`src/rtl/mips_pkg.sv`:
```
// Shared MIPS-side constants: program buffer geometry, HALT encoding and the
// issue-unit state encoding.
package mips_pkg;

    localparam int          DEPTH     = 16;
    localparam int          AW        = 4;
    localparam int          OP_MSB    = 31;
    localparam int          OP_LSB    = 26;
    localparam logic [5:0]  OP_HALT   = 6'b111111;
    localparam logic [31:0] HALT_WORD = 32'hFC00_0000;

    typedef enum logic [1:0] {
        ST_IDLE  = 2'd0,
        ST_FETCH = 2'd1,
        ST_OFFER = 2'd2,
        ST_DONE  = 2'd3
    } issue_state_t;

    // Only the exact HALT word ends a program; other opcode-63 words issue normally.
    function automatic logic is_halt(input logic [31:0] word);
        return word == HALT_WORD;
    endfunction

endpackage

```
`src/rtl/instr_buffer.sv`:
```
// Program store: DEPTH x 32 words, synchronous write, combinational read so
// the FETCH state sees mem[pc] in the same cycle.
module instr_buffer
    import mips_pkg::*;
(
    input  logic          clock,
    input  logic          wr_en,
    input  logic [AW-1:0] wr_addr,
    input  logic [31:0]   wr_data,
    input  logic [AW-1:0] rd_addr,
    output logic [31:0]   rd_data
);

    // Contents deliberately survive reset so a program can be replayed.
    logic [31:0] mem [DEPTH];

    always_ff @(posedge clock) begin
        if (wr_en) begin
            mem[wr_addr] <= wr_data;
        end
    end

    assign rd_data = mem[rd_addr];

endmodule

```
`src/rtl/instr_issue_unit.sv`:
```
// Instruction-side responder for the multicycle core: program buffer plus a
// PC sequencer that offers one word per FETCH/OFFER pair until HALT.
module instr_issue_unit
    import mips_pkg::*;
(
    input  logic          clock,
    input  logic          reset,
    input  logic          load_en,
    input  logic [AW-1:0] load_addr,
    input  logic [31:0]   load_data,
    input  logic          start,
    output logic [31:0]   instr_out,
    output logic          instr_valid,
    input  logic          instr_ready,
    input  logic          redirect,
    input  logic [AW-1:0] redirect_pc,
    output logic [AW-1:0] pc,
    output logic          busy,
    output logic          done,
    output logic [15:0]   issued_cnt
);

    issue_state_t  state_reg;
    logic [AW-1:0] pc_reg;
    logic [31:0]   instr_out_reg;
    logic          instr_valid_reg;
    logic          busy_reg;
    logic          done_reg;
    logic [15:0]   issued_cnt_reg;

    logic          quiescent;
    logic          mem_we;
    logic [31:0]   fetch_word;

    assign quiescent = (state_reg == ST_IDLE) || (state_reg == ST_DONE);
    assign mem_we    = load_en && quiescent;

    instr_buffer u_buffer (
        .clock   (clock),
        .wr_en   (mem_we),
        .wr_addr (load_addr),
        .wr_data (load_data),
        .rd_addr (pc_reg),
        .rd_data (fetch_word)
    );

    always_ff @(posedge clock or posedge reset) begin
        if (reset) begin
            state_reg       <= ST_IDLE;
            pc_reg          <= '0;
            instr_out_reg   <= '0;
            instr_valid_reg <= 1'b0;
            busy_reg        <= 1'b0;
            done_reg        <= 1'b0;
            issued_cnt_reg  <= '0;
        end else begin
            case (state_reg)
                ST_IDLE, ST_DONE: begin
                    if (start) begin
                        pc_reg         <= '0;
                        issued_cnt_reg <= '0;
                        done_reg       <= 1'b0;
                        busy_reg       <= 1'b1;
                        state_reg      <= ST_FETCH;
                    end
                end
                ST_FETCH: begin
                    // A redirect discards whatever was read at the old PC.
                    if (redirect) begin
                        pc_reg          <= redirect_pc;
                        instr_valid_reg <= 1'b0;
                    end else if (is_halt(fetch_word)) begin
                        done_reg  <= 1'b1;
                        busy_reg  <= 1'b0;
                        state_reg <= ST_DONE;
                    end else begin
                        instr_out_reg   <= fetch_word;
                        instr_valid_reg <= 1'b1;
                        state_reg       <= ST_OFFER;
                    end
                end
                ST_OFFER: begin
                    if (redirect || instr_ready) begin
                        instr_valid_reg <= 1'b0;
                        state_reg       <= ST_FETCH;
                        // An accept coinciding with a redirect still counts the word.
                        if (instr_ready && (issued_cnt_reg != 16'hFFFF)) begin
                            issued_cnt_reg <= issued_cnt_reg + 16'd1;
                        end
                        pc_reg <= redirect ? redirect_pc : pc_reg + 1'b1;
                    end
                end
                default: state_reg <= ST_IDLE;
            endcase
        end
    end

    assign instr_out   = instr_out_reg;
    assign instr_valid = instr_valid_reg;
    assign pc          = pc_reg;
    assign busy        = busy_reg;
    assign done        = done_reg;
    assign issued_cnt  = issued_cnt_reg;

endmodule
```
`config.mk`:
```
export PLATFORM = sky130hd
export DESIGN_NAME = instr_issue_unit
export DESIGN_NICKNAME = d
export VERILOG_FILES = /design/src/rtl/mips_pkg.sv /design/src/rtl/instr_buffer.sv /design/src/rtl/instr_issue_unit.sv
export SDC_FILE = /design/constraint.sdc
export NUM_CORES = 1
export LEC_CHECK = 0
export ABC_AREA = 1
export CAP_MARGIN = 30
export CORE_MARGIN = 2
export CORE_UTILIZATION = 35
export DETAILED_ROUTE_END_ITERATION = 12
export PLACE_DENSITY_LB_ADDON = 0.3
export SLEW_MARGIN = 20
export SYNTH_ARGS = -nofsm -noshare
export SYNTH_HDL_FRONTEND = slang
export SYNTH_HIERARCHICAL = 1
export SYNTH_SLANG_ARGS = --single-unit
```
`constraint.sdc`:
```
create_clock -name clock -period 3.2 [get_ports clock]
set_clock_uncertainty 0.15 [all_clocks]
set_input_delay 0.48 -clock clock [delete_from_list [all_inputs] [get_ports clock]]
set_output_delay 0.48 -clock clock [all_outputs]
set_load 0.01 [all_outputs]
```
# Yosys cells after proc, flatten, opt, wreduce, memory -nomap -nowiden
# Memory sizes are Yosys's and may differ from the RTL's.
# Index checks and enable logic that the tools add are counted.
classes:
  add_sub_neg: 2
  multipliers: 0
  div_mod_pow: 0
  n_lt_le_gt_ge: 0
  n_eq_ne: 12
  shift: 0
  n_mux: 28
  bitwise_logic: 2
  reduce_logical: 15
op_table:
  columns: ["op", "count"]
  rows:
  - ["$mux W16", 3]
  - ["$eq A32 B32 Y1 const B", 1]
  - ["$pmux W16 S2", 1]
  - ["$add A16 B1 Y16 const B", 1]
  - ["$mux W4", 4]
  - ["$ne A16 B16 Y1 const B", 1]
  - ["$mux W1", 12]
  - ["$ne A2 B2 Y1 const B", 6]
  - ["$pmux W4 S3", 1]
  - ["$reduce_and A3 Y1", 4]
  - ["$reduce_and A4 Y1", 2]
  - ["$mux W2", 3]
  - ["$pmux W1 S2", 3]
  - ["$pmux W2 S3", 1]
  - ["$reduce_bool A2 Y1", 3]
  - ["$add A4 B1 Y4 const B", 1]
  - ["$eq A2 B2 Y1 const B", 2]
  - ["$ne A3 B3 Y1 const B", 1]
  - ["$eq A2 B1 Y1 const B", 1]
  - ["$logic_and A1 B1 Y1", 2]
  - ["$logic_not A2 Y1", 1]
  - ["$logic_or A1 B1 Y1", 2]
  - ["$not A1 Y1", 2]
  - ["$reduce_or A2 Y1", 1]
word_totals:
  register_bits: 57
  latchBits: 0
  ram_bits: 512
  rom_bits: 0
  in_bits: 46
  out_inout_bits: 55
  elab_cells: 67
  mem_count: 1
memory_table:
  columns: ["name", "depth", "width", "rd", "rd_clocked_by_memory_dff", "write_ports", "line", "text"]
  rows:
  - ["u_buffer.mem", 16, 32, 1, 0, 1, "instr_buffer.sv:15", "logic [31:0] mem [DEPTH];"]

# Logic depth before layout (Yosys ltp)
depth:
  word_depth: 5
  mapped_depth: 19
  depth_no_buf: 15

# Modules after synthesis
# Netlist, hierarchy kept.
by_module_without_submodules:
  columns: ["module", "instances", "cells_each", "area_each_um2", "seq_area_each_um2"]
  rows:
  - ["instr_buffer", 1, 2088, 22089.9, 15374.7]
  - ["instr_issue_unit", 1, 411, 3081.7, 1426.4]

# Least setup slack after synthesis
# Ideal clock, no wire load.
synth_timing:
  kind: "register to register"
  start: "register state_reg[1]"
  end: "memory u_buffer.mem[10][0], enable pin"
  setup_ns: 0.421
  arrival_ns: 2.378
  t_required_ns: 2.629
  slack_ns: 0.251
  stages_incl_launch_ff: 6
  path_buffers: 0
  synth_period_minus_slack_ns: 2.949
  path_cell_list: "dfrtp_1 -> ha_1 -> nand2_1 -> inv_1 -> nand3b_1 -> nor2_1"
synth_via:
  elab_chain_len: 5
  elab_cells_between_ends: 6
  classes_between: "eq/ne: 1; mux: 2; reduce/logical: 3"
synth_rtl:
  columns: ["element", "line", "text"]
  rows:
  - ["from (decl)", "instr_issue_unit.sv:23", "issue_state_t state_reg;"]
  - ["from (signal assigned)", "instr_issue_unit.sv:49", "state_reg <= ST_IDLE;"]
  - ["from (signal assigned)", "instr_issue_unit.sv:64", "state_reg <= ST_FETCH;"]
  - ["from (signal assigned)", "instr_issue_unit.sv:75", "state_reg <= ST_DONE;"]
  - ["$eq A2 B2 Y1 / $logic_not A2 Y1 (equally long branches)", "instr_issue_unit.sv:35", "assign quiescent = (state_reg == ST_IDLE) || (state_reg == ST_DONE);"]
  - ["$logic_or A1 B1 Y1 *", "instr_issue_unit.sv:35", null]
  - ["$logic_and A1 B1 Y1 *", "instr_issue_unit.sv:36", "assign mem_we = load_en && quiescent;"]
  - ["named net mem_we", "instr_issue_unit.sv:32", "logic mem_we;"]
  - ["$mux W1 *", "instr_buffer.sv:18", "if (wr_en) begin"]
  - ["$mux W1 (not written as such) *", "instr_buffer.sv:19", "mem[wr_addr] <= wr_data;"]
  - ["to (decl)", "instr_buffer.sv:15", null]
# The timed path passes the listed nets; every way through them passes the cells marked *.

# Worst setup path in the final report
layout_timing:
  start: "register pc_reg[0], in the netlist pc[0]"
  end: "register instr_out_reg[17], in the netlist instr_out[17]"
layout_via:
  elab_chain_len: 4
layout_rtl:
  columns: ["element", "line", "text"]
  rows:
  - ["from (decl)", "instr_issue_unit.sv:24", "logic [AW-1:0] pc_reg;"]
  - ["from (signal assigned)", "instr_issue_unit.sv:70", "pc_reg <= redirect_pc;"]
  - ["from (signal assigned)", "instr_issue_unit.sv:90", "pc_reg <= redirect ? redirect_pc : pc_reg + 1'b1;"]
  - ["$mem_v2 Z16 W32", null, null]
  - ["named net fetch_word[10]", "instr_issue_unit.sv:33", "logic [31:0] fetch_word;"]
  - ["$eq A32 B32 Y1", "mips_pkg.sv:21", "return word == HALT_WORD;"]
  - ["$not A1 Y1 (no source line)", null, null]
  - ["$reduce_and A3 Y1 (no source line)", null, null]
  - ["to (signal assigned)", "instr_issue_unit.sv:77", "instr_out_reg <= fetch_word;"]
  - ["to (decl)", "instr_issue_unit.sv:25", "logic [31:0] instr_out_reg;"]
# The timed path passes the listed nets, and every way through them passes these cells.
# A chain may end at the register's enable or synchronous reset.

==> results.sh <==
export IMPL_synth_cells=2499
export IMPL_grt_pass1_wl_um=102000
export IMPL_rsz0062_at_grt="yes"
export IMPL_clock_sinks=569
export IMPL_coreArea_um2=71400
export IMPL_grt_max_degree=145
export IMPL_syn_nets=2549
export IMPL_root_buffer="clkbuf_16"
export IMPL_fillers=6801
export IMPL_ioPinCount=101
export IMPL_first_global_vias=16500
export IMPL_dr_total_vias=17300
export IMPL_crit_fanout=58
export IMPL_routed_wl_um=69000
export IMPL_max_freq_mhz=325
export IMPL_hold_class="input port to asynchronous set/reset pin"
export IMPL_worstPathArrival_ps=3490
export IMPL_clk_path_buf_depth=3
export IMPL_slew_headroom=0.559
export IMPL_rows=98
export IMPL_die_w_um=272
export IMPL_synth_edf_count=512
export IMPL_reg2reg_setup_slack_ps=120
export IMPL_final_setup_worst_slack_ps=119
export IMPL_whs_ps=205
export IMPL_die_y_um=272
export IMPL_antenna_found_initial=4
export IMPL_drive_gt1_frac=0.0696
export IMPL_dieArea_um2=74100
export IMPL_yosysWarnings=6
export IMPL_ir_drop_mv=0.411
export IMPL_dp_cells=3479
export IMPL_final_instance_count_excl_fill=3595
export IMPL_maxCapViolCount=0
export IMPL_synth_avg_cell_area_um2=10.1
export IMPL_endpoint_kind="flip-flop"
export IMPL_first_iter_violations=1617
export IMPL_largest_register_ffs=512
export IMPL_postCtsHoldBufs=0
export IMPL_overflow=0
export IMPL_gp_congestion=0.842
export IMPL_outcome="finished, final reports clean"
export IMPL_r2r_end="instr_out[17]"
export IMPL_ys_ff_latch=569
export IMPL_utilization=0.413
export IMPL_crit_type="flip-flop to flip-flop"
export IMPL_max_stage_delay_ps=540
export IMPL_wl_per_cell_um=19.2
export IMPL_htreeDepth=2
export IMPL_detail_route_antenna_nets=0
export IMPL_viasPerCell=4.82
export IMPL_tightest_slew_ps=660
export IMPL_gr_usage_all_layers=0.182
export IMPL_synth_area_um2=25200
export IMPL_dp_hpwl_um=35300
export IMPL_crit_required_ps=3600
export IMPL_numCtsBuffers=58
export IMPL_final_common_cell="nand2_1"
export IMPL_slew_violations=0
export IMPL_ys_flop_type="edfxtp_1"
export IMPL_layout_common_cells="nand2_1, edfxtp_1, nand3_1"
export IMPL_crit_slowest_cell="dfrtp_4"
export IMPL_portBuffers=100
export IMPL_final_hold_viol_count=0
export IMPL_finalPower_uw=20700
export IMPL_path_clk_slew_ps=60
export IMPL_seq_area_frac_synth=0.667
export IMPL_setup_viol=0
export IMPL_cp_common_cell="nand2_1"
export IMPL_crit_chain="buf_4, clkbuf_16, nand2_1, nand2_1, nand2_1, nand3_1, nand3_1, nand2_1, nor2_1, nand4_1, nor2_2, nand2_2, nand2_4, nand2_1, nand2_1"
export IMPL_async_reset_ff_frac=0.100
export IMPL_period_share=0.963
export IMPL_drc_errors=0
export IMPL_dp_slack_ps=-118
export IMPL_final_nets=2644
export IMPL_synth_distinct_cells=36
export IMPL_drt_first_pass_iters=5
export IMPL_r2r_cells=15
export IMPL_power_leakage_uw=0.0123
export IMPL_start_util=0.353
export IMPL_insertion_delay_ps=620
export IMPL_min_period_ps=3080
export IMPL_cts_tree="built"
export IMPL_worstReg2RegStart="pc[0]"
export IMPL_area_growth_pct=17.0
export IMPL_powerDensity_nw_per_um2=704
export IMPL_cp_start_kind="flip-flop"
==> cells in the mapped netlist (7+ instances only) <==
library cell  instances  area share
buf_1                14      0.0021
edfxtp_1            512        0.61
nand3_1             438       0.087
nor2_1               66      0.0098
inv_1               414       0.062
nand2_1             830        0.12
o21ai_0              10      0.0020
a21oi_1               7      0.0014
buf_6                34       0.015
buf_2                49      0.0097
clkbuf_1             14      0.0021
dfrtp_1              57       0.057
==> per-layer routing <==
metal / share of wire / vias up / wire, um / GRT usage
li1: - / 8260 / - / -
met1: 0.42 / 8377 / 29000 / 0.235
met2: 0.48 / 595 / 33300 / 0.309
met3: 0.070 / 109 / 4840 / 0.0309
met4: 0.027 / 4 / 1840 / 0.0606
met5: 0.00036 / - / 25 / 0
==> worst max-delay path, delay by kind of cell (launching register included) <==
family                 cells  cell delay [ps]
AND/OR/NAND/NOR           13             1850
flip-flops                 1              540
buffers and inverters      2              430
==> how the worst max path moves through the flow <==
stage / startpoint / to / slack (ps) / cells after the start
6_report: pc[0] / instr_out[17] / 120 / 15
5_1_grt: pc[0] / instr_out[0] / -20 / 15
4_1_cts: pc[0] / instr_out[12] / 90 / 14
3_5_place_dp: pc[0] / instr_out[31] / -120 / 13
3_3_place_gp: pc[0] / instr_out[31] / -30 / 13
2_1_floorplan: state_reg[1] / u_buffer/mem[10][0] / 250 / 5
==> layout make-up <==
type | count | area [um2] | area share
multi-input cells | 1393 | 6130 | 0.208
repair buffers | 153 | 1840 | 0.0625
inverters | 419 | 1590 | 0.0540
clock inverters | 32 | 289 | 0.00981
diodes | 2 | 5.00 | 0.000170
clock buffers | 77 | 1600 | 0.0544
flip-flops and latches | 569 | 16800 | 0.571
well taps | 950 | 1190 | 0.0403
==> what timing repair did <==
action	4_1_cts	5_1_grt
setup endpoints to repair	33	34
gates cloned	0	3
resized for setup	3	6
buffers inserted	0	2
==> per-stage QoR <==
stage	cell area (um2)	setup TNS [ps]
after floorplan	25200	0
after global placement	27400	-59.2
after detailed placement	27400	-1480
after CTS	29400	0
after global routing	29500	-106
final	29500	0
==> power breakdown <==
group	internal (uW)	switching, uW	total, uW
clock	3910	2850	6760
sequential	8520	295	8820
combinational	1750	3420	5170
==> cells by family after synthesis <==
family	after synthesis	synth area share
buffers and inverters	538	0.0949
AOI/OAI and AO/OA	26	0.00601
and+or+nand+nor	1360	0.229
adders and majority gates	4	0.00199
xor gates and xnor gates	2	0.000696
DFF	569	0.667
Power figures use the tool's default switching activity.
==> edit 1: new RTL, same flow settings <==
`DEPTH`: 16 -> 32.
--- a/src/rtl/mips_pkg.sv
+++ b/src/rtl/mips_pkg.sv
@@ -2,7 +2,7 @@
 // issue-unit state encoding.
 package mips_pkg;
 
-    localparam int          DEPTH     = 16;
+    localparam int          DEPTH     = 32;
     localparam int          AW        = 4;
     localparam int          OP_MSB    = 31;
     localparam int          OP_LSB    = 26;
Behaviour: same outputs for any inputs over 4 cycles, from zero or initial values and one cycle with reset high; that may be too few to reach the edited logic, so the function may still have changed.
==> edit 1 against the original RTL <==
Sequential cell count is the same; maximum frequency up 1.0%; power grew 0.85%; utilization increased by 0.096 points; non-clock buffer count is 3 higher; wire length shrank 2.2%; count of clock-buffer cells in the layout fell by 1; global-route usage shrank 0.24 points; critical path type unchanged; design area rose by 0.23%; synthesized cell count about the same; setup slack better by 0.031 ns; synthesized area hardly changed; critical endpoint is now instr_out[5].
==> edit 1: results (changes against the original RTL) <==
stage;metric;value;unit;change
logic_synthesis;Seq/Total Area, Yosys;0.667;;about the same
routing;DRT iter0 DRCs;1708;;+5.6%
routing;Wirelength per Cell;18.8;um;-2.2%
global_route;number of global-route vias before repair;16796;;+2.0%
critical_path;worst reg-to-reg path cell count;14;;-1
logic_synthesis;Syn Nets;2550;;+0.039%
routing;WL final;67500;um;-2.2%
placed_design;RePlAce Congestion;0.821;;-2.5%
logic_synthesis;most frequent cells after synthesis;nand2_1 (829), edfxtp_1 (512), nand3_1 (441);;
global_route;GR Util All Layers;0.179;;-0.00238
global_route;number of antenna violations at the first check in global routing;3;;-1
timing;Slew Limit Headroom;0.505;;-0.0541
placed_design;post-place setup slack;0.0879;ns;+0.206 ns
logic_synthesis;Synth area leaders;edfxtp_1 (61%), nand2_1 (12%), nand3_1 (8.8%);;
final_layout;ratio of cells with drive above 1 in the final layout;0.0676;;-0.00199
global_route;global-route wire length before repair;101000;um;-0.54%
global_route;grt met2 use;0.288;;-0.0209
global_route;met1 usage;0.252;;+0.0171
placed_design;Inst Count DP;3485;;+0.17%
placed_design;hpwl dp;37200;um;+5.4%
routing;via count of the routed design;17527;;+1.0%
critical_path;crit path from;pc[0];;
global_route;GRT met3 Usage;0.0287;;-0.00220
global_route;largest net degree at the start of global routing;83;;-43%
routing;Pre-antenna DRT Iters;6;;+1
final_layout;nets;2649;;+0.19%
clocking;TritonCTS Buffers;60;;+3.4%
placed_design;area post-placement;27500;um^2;+0.27%
pwr;maximum VDD drop;0.532;mV;+29%
final_layout;Fillers;6741;;-0.88%
run_status;outcome;completed;;
logic_synthesis;cells after synthesis;2500;;+0.040%
pwr;leak pwr;12.4;nW;+0.44%
timing;Fmax;328;MHz;+1.0%
hold_path;Hold Path Class;in -> async;;
critical_path;end point of the critical path;instr_out[5];;
## edit 1: cell types whose count changed after synthesis, sizes merged
cell and change:
nand3 +3, nor2 -1, buf +6, nand3b -2, nand2 -1, clkbuf -6
inv +2
## edit 1: cell type report
| class | instances | area (um^2) | area share |
|---|---|---|---|
| flip-flops and latches | 569 | 16800 | 0.569 |
| multi-input cells | 1391 | 6110 | 0.207 |
| repair buffers | 156 | 1900 | 0.0645 |
| inverters | 421 | 1590 | 0.0539 |
| clock buffers | 76 | 1580 | 0.0536 |
| well taps | 950 | 1190 | 0.0403 |
| clock inverters | 34 | 339 | 0.0115 |
| diodes | 1 | 2.50 | 0.0000847 |
## edit 1: cells by family (layout without fill, tap and decap cells)
kind of cell	count (synthesis)	after routing	synth area share
adder cells (fa/ha/maj)	4	4	0.00199
AND/OR/NAND/NOR	1359	1359	0.229
AO/OA/AOI/OAI	26	26	0.00601
XOR/XNOR	2	2	0.000696
other	0	1	0
flip-flops	569	569	0.667
buffers and inverters	540	687	0.0953
## edit 1: where the power goes
| part | internal (mW) | switching [mW] | leakage [nW] |
|---|---|---|---|
| clock network | 4.03 | 2.85 | 0.941 |
| logic | 1.76 | 3.41 | 6.10 |
| registers | 8.52 | 0.349 | 5.34 |
| total | 14.3 | 6.61 | 12.4 |
## edit 1: how the worst min path moves through the flow
stage                                to  slack [ns]  cells past startpoint     startpoint
after floorplan            state_reg[1]        0.33                      2   state_reg[1]
after global placement    instr_out[13]        0.30                      2  instr_out[13]
final                     issued_cnt[1]        0.17                      2          reset
after global routing      issued_cnt[1]        0.20                      2          reset
after detailed placement  instr_out[13]        0.31                      2  instr_out[13]
after CTS                 issued_cnt[1]        0.15                      2          reset
## edit 1: repair_timing
item                                   CTS  global route
endpoints found under the hold margin    0             0
gates resized for setup                  0             7
setup endpoints to repair                0            34
## edit 1: routing by layer
metal | vias to the layer above | share of wire
li1 | 8265 | -
met1 | 8508 | 0.44
met2 | 655 | 0.46
met3 | 97 | 0.075
met4 | 2 | 0.023
met5 | - | 0.00016
## edit 1: metrics by stage
step                total power [mW]  TNS [ns]
floorplan                       12.2         0
global placement                14.0         0
detailed placement              14.1         0
CTS                             21.0         0
global route                    21.9   -0.0251
finish                          20.9         0
==> edit 2: new RTL, same settings <==
Without the edit above. Register the output `issued_cnt` once more, cleared by the reset; this adds one clock of latency there. The other outputs are not delayed to match.
--- a/src/rtl/instr_issue_unit.sv
+++ b/src/rtl/instr_issue_unit.sv
@@ -100,6 +100,12 @@
     assign pc          = pc_reg;
     assign busy        = busy_reg;
     assign done        = done_reg;
-    assign issued_cnt  = issued_cnt_reg;
+    always_ff @(posedge clock or posedge reset) begin
+        if (reset) begin
+            issued_cnt <= '0;
+        end else begin
+            issued_cnt <= issued_cnt_reg;
+        end
+    end
 
 endmodule
Behaviour: not the same (a bounded check fails within 4 cycles, from zero or initial values and one cycle with reset high).
==> edit 2 against the original RTL <==
Wire length shrank 3.7%; maximum frequency grew 3.4%; synthesized area grew 1.4%; synthesized cell count grew 0.88%; setup slack gained 0.10 ns; non-clock buffer count grew 3; combinational power shrank 2%; die area grew 1.3%; global-route usage shrank 0.43 points; design area grew 1.1%; sequential cell count grew 16; power is essentially flat.
==> edit 2: results (changes against the original RTL) <==
stage;metric;value;unit;change
run_status;outcome;completed;;
logic_synthesis;Syn Nets;2571;;+0.86%
final_layout;Fillers;6860;;+0.87%
routing;DRT iter0 DRCs;1515;;-6.3%
global_route;GR Util All Layers;0.177;;-0.00432
clocking;Clk Latency, worst-skew pair;0.60;ns;-0.02 ns
logic_synthesis;Seq/Total Area, Yosys;0.674;;+0.00676
critical_path;crit-path max FO;40;;-31%
routing;WL final;66400;um;-3.7%
clocking;Root Buffer Master;clkbuf_16;;
placed_design;hpwl dp;35800;um;+1.5%
clocking;TritonCTS Buffers;57;;-1.7%
final_layout;nets;2672;;+1.1%
routing;Post-route DRC;0;;unchanged
logic_synthesis;synthesis warning total;6;;unchanged
critical_path;max incr delay on CP;0.45;ns;-0.09 ns
critical_path;Slowest-stage cell, CP;dfrtp_4;;
clocking;H-tree depth;2;;unchanged
global_route;number of antenna violations at the first check in global routing;7;;+3
clocking;CTS clk-pin slew, worst paths;0.06;ns;about the same
logic_synthesis;Post-synth EDFFs;512;;unchanged
clocking;Clock Path Buffers;3;;unchanged
final_layout;Largest register FFs;512;;unchanged
global_route;global-route wire length before repair;101000;um;-0.22%
final_layout;post-route cell area;29800;um^2;+1.1%
routing;Pre-antenna DRT Iters;6;;+1
routing;via count of the routed design;17347;;+0.012%
pwr;leak pwr;12.6;nW;+2.2%
logic_synthesis;Synth area leaders;edfxtp_1 (60%), nand2_1 (12%), nand3_1 (8.0%);;
clocking;Post-CTS Setup Inserts;0;;unchanged
pwr;maximum VDD drop;0.433;mV;+5.2%
placed_design;RePlAce Congestion;0.819;;-2.7%
hold_path;Hold Path Class;in -> async;;
logic_synthesis;Cell variety after synth;34;;-5.6%
logic_synthesis;Top FF cell, synth;edfxtp_1;;
logic_synthesis;Async S/R FF share, synth;0.125;;+0.0246
logic_synthesis;most frequent cells after synthesis;nand2_1 (826), edfxtp_1 (512), inv_1 (441);;
final_layout;ratio of cells with drive above 1 in the final layout;0.0645;;-0.00515
placed_design;I/O Buffers;100;;unchanged
placed_design;area post-placement;27900;um^2;+1.7%
timing;Slew Limit Headroom;0.518;;-0.0408
global_route;largest net degree at the start of global routing;86;;-41%
==> edit 2: cell types whose count changed in the layout (fill, tap and decap cells not counted), sizes merged, moves of 9 or more <==
cell / unedited run / this run
o21ai: 11 / 44
clkinv: 24 / 15
inv: 419 / 445
nand3: 438 / 407
dfrtp: 57 / 73
==> edit 2: final cells by class <==
cell class / count / share of cell area
diodes: 2 / 0.000168
clock buffers: 86 / 0.0556
clock inverters: 19 / 0.00701
inverters: 446 / 0.0565
multi-input cells: 1376 / 0.201
flip-flops and latches: 585 / 0.578
well taps: 950 / 0.0399
repair buffers: 156 / 0.0621
==> edit 2: path summary, 6_finish.rpt <==
| kind | startpoint | endpoint | slack [ns] | cells after the start |
|---|---|---|---|---|
| worst max-delay path | pc[0] | instr_out[4] | 0.22 | 18 |
| worst min-delay path | reset | instr_out[0] | 0.16 | 2 |
| worst max register to register | pc[0] | instr_out[4] | 0.22 | 18 |
| worst min register to register | issued_cnt_reg[6] | issued_cnt[6] | 0.30 | 0 |
| max in group asynchronous | reset | issued_cnt[13] | 1.98 | 3 |
| min in group clock | issued_cnt_reg[6] | issued_cnt[6] | 0.30 | 0 |
==> edit 2: metal layers <==
layer	vias up	share of wire	track usage
met5	-	0.00080	0
met4	8	0.022	0.0489
met3	109	0.068	0.0370
met2	534	0.47	0.296
met1	8401	0.44	0.235
li1	8295	-	-
==> edit 2: report_power, final <==
group	leakage (nW)	switching (mW)	internal, mW
clock network	0.913	2.75	3.94
logic	6.12	3.36	1.73
registers	5.56	0.241	8.73
==> edit 2: stage by stage <==
stage / setup WS (ns) / total power [mW] / std cells
finish: 0.220 / 20.8 / 3620
global route: 0.0169 / 21.8 / 3620
CTS: 0.225 / 20.9 / 3618
detailed placement: 0.252 / 14.2 / 3513
global placement: 0.308 / 14.1 / 3513
floorplan: 0.287 / 12.3 / 2521
==> edit 2: what timing repair did <==
action                     CTS  global route
setup endpoints to repair    0             1
hold endpoints to repair     0             0
resized for setup            0             2
==> edit 2: logic make-up (layout without fill, tap and decap cells) <==
family | Yosys count | in the layout | share of synthesized area
simple gates | 1315 | 1315 | 0.216
other cells | 0 | 2 | 0
flops | 585 | 585 | 0.674
xor+xnor | 1 | 1 | 0.000343
buf+inv | 560 | 707 | 0.0956
compound gates | 56 | 56 | 0.0121
fa+ha+maj | 4 | 4 | 0.00196
==> edit 2: worst max-delay path: cells and delay by family (launching register included) <==
family	cells	cell delay [ns]
flops	1	0.45
buf+inv	5	1.05
simple gates	12	1.11
compound gates	1	0.09
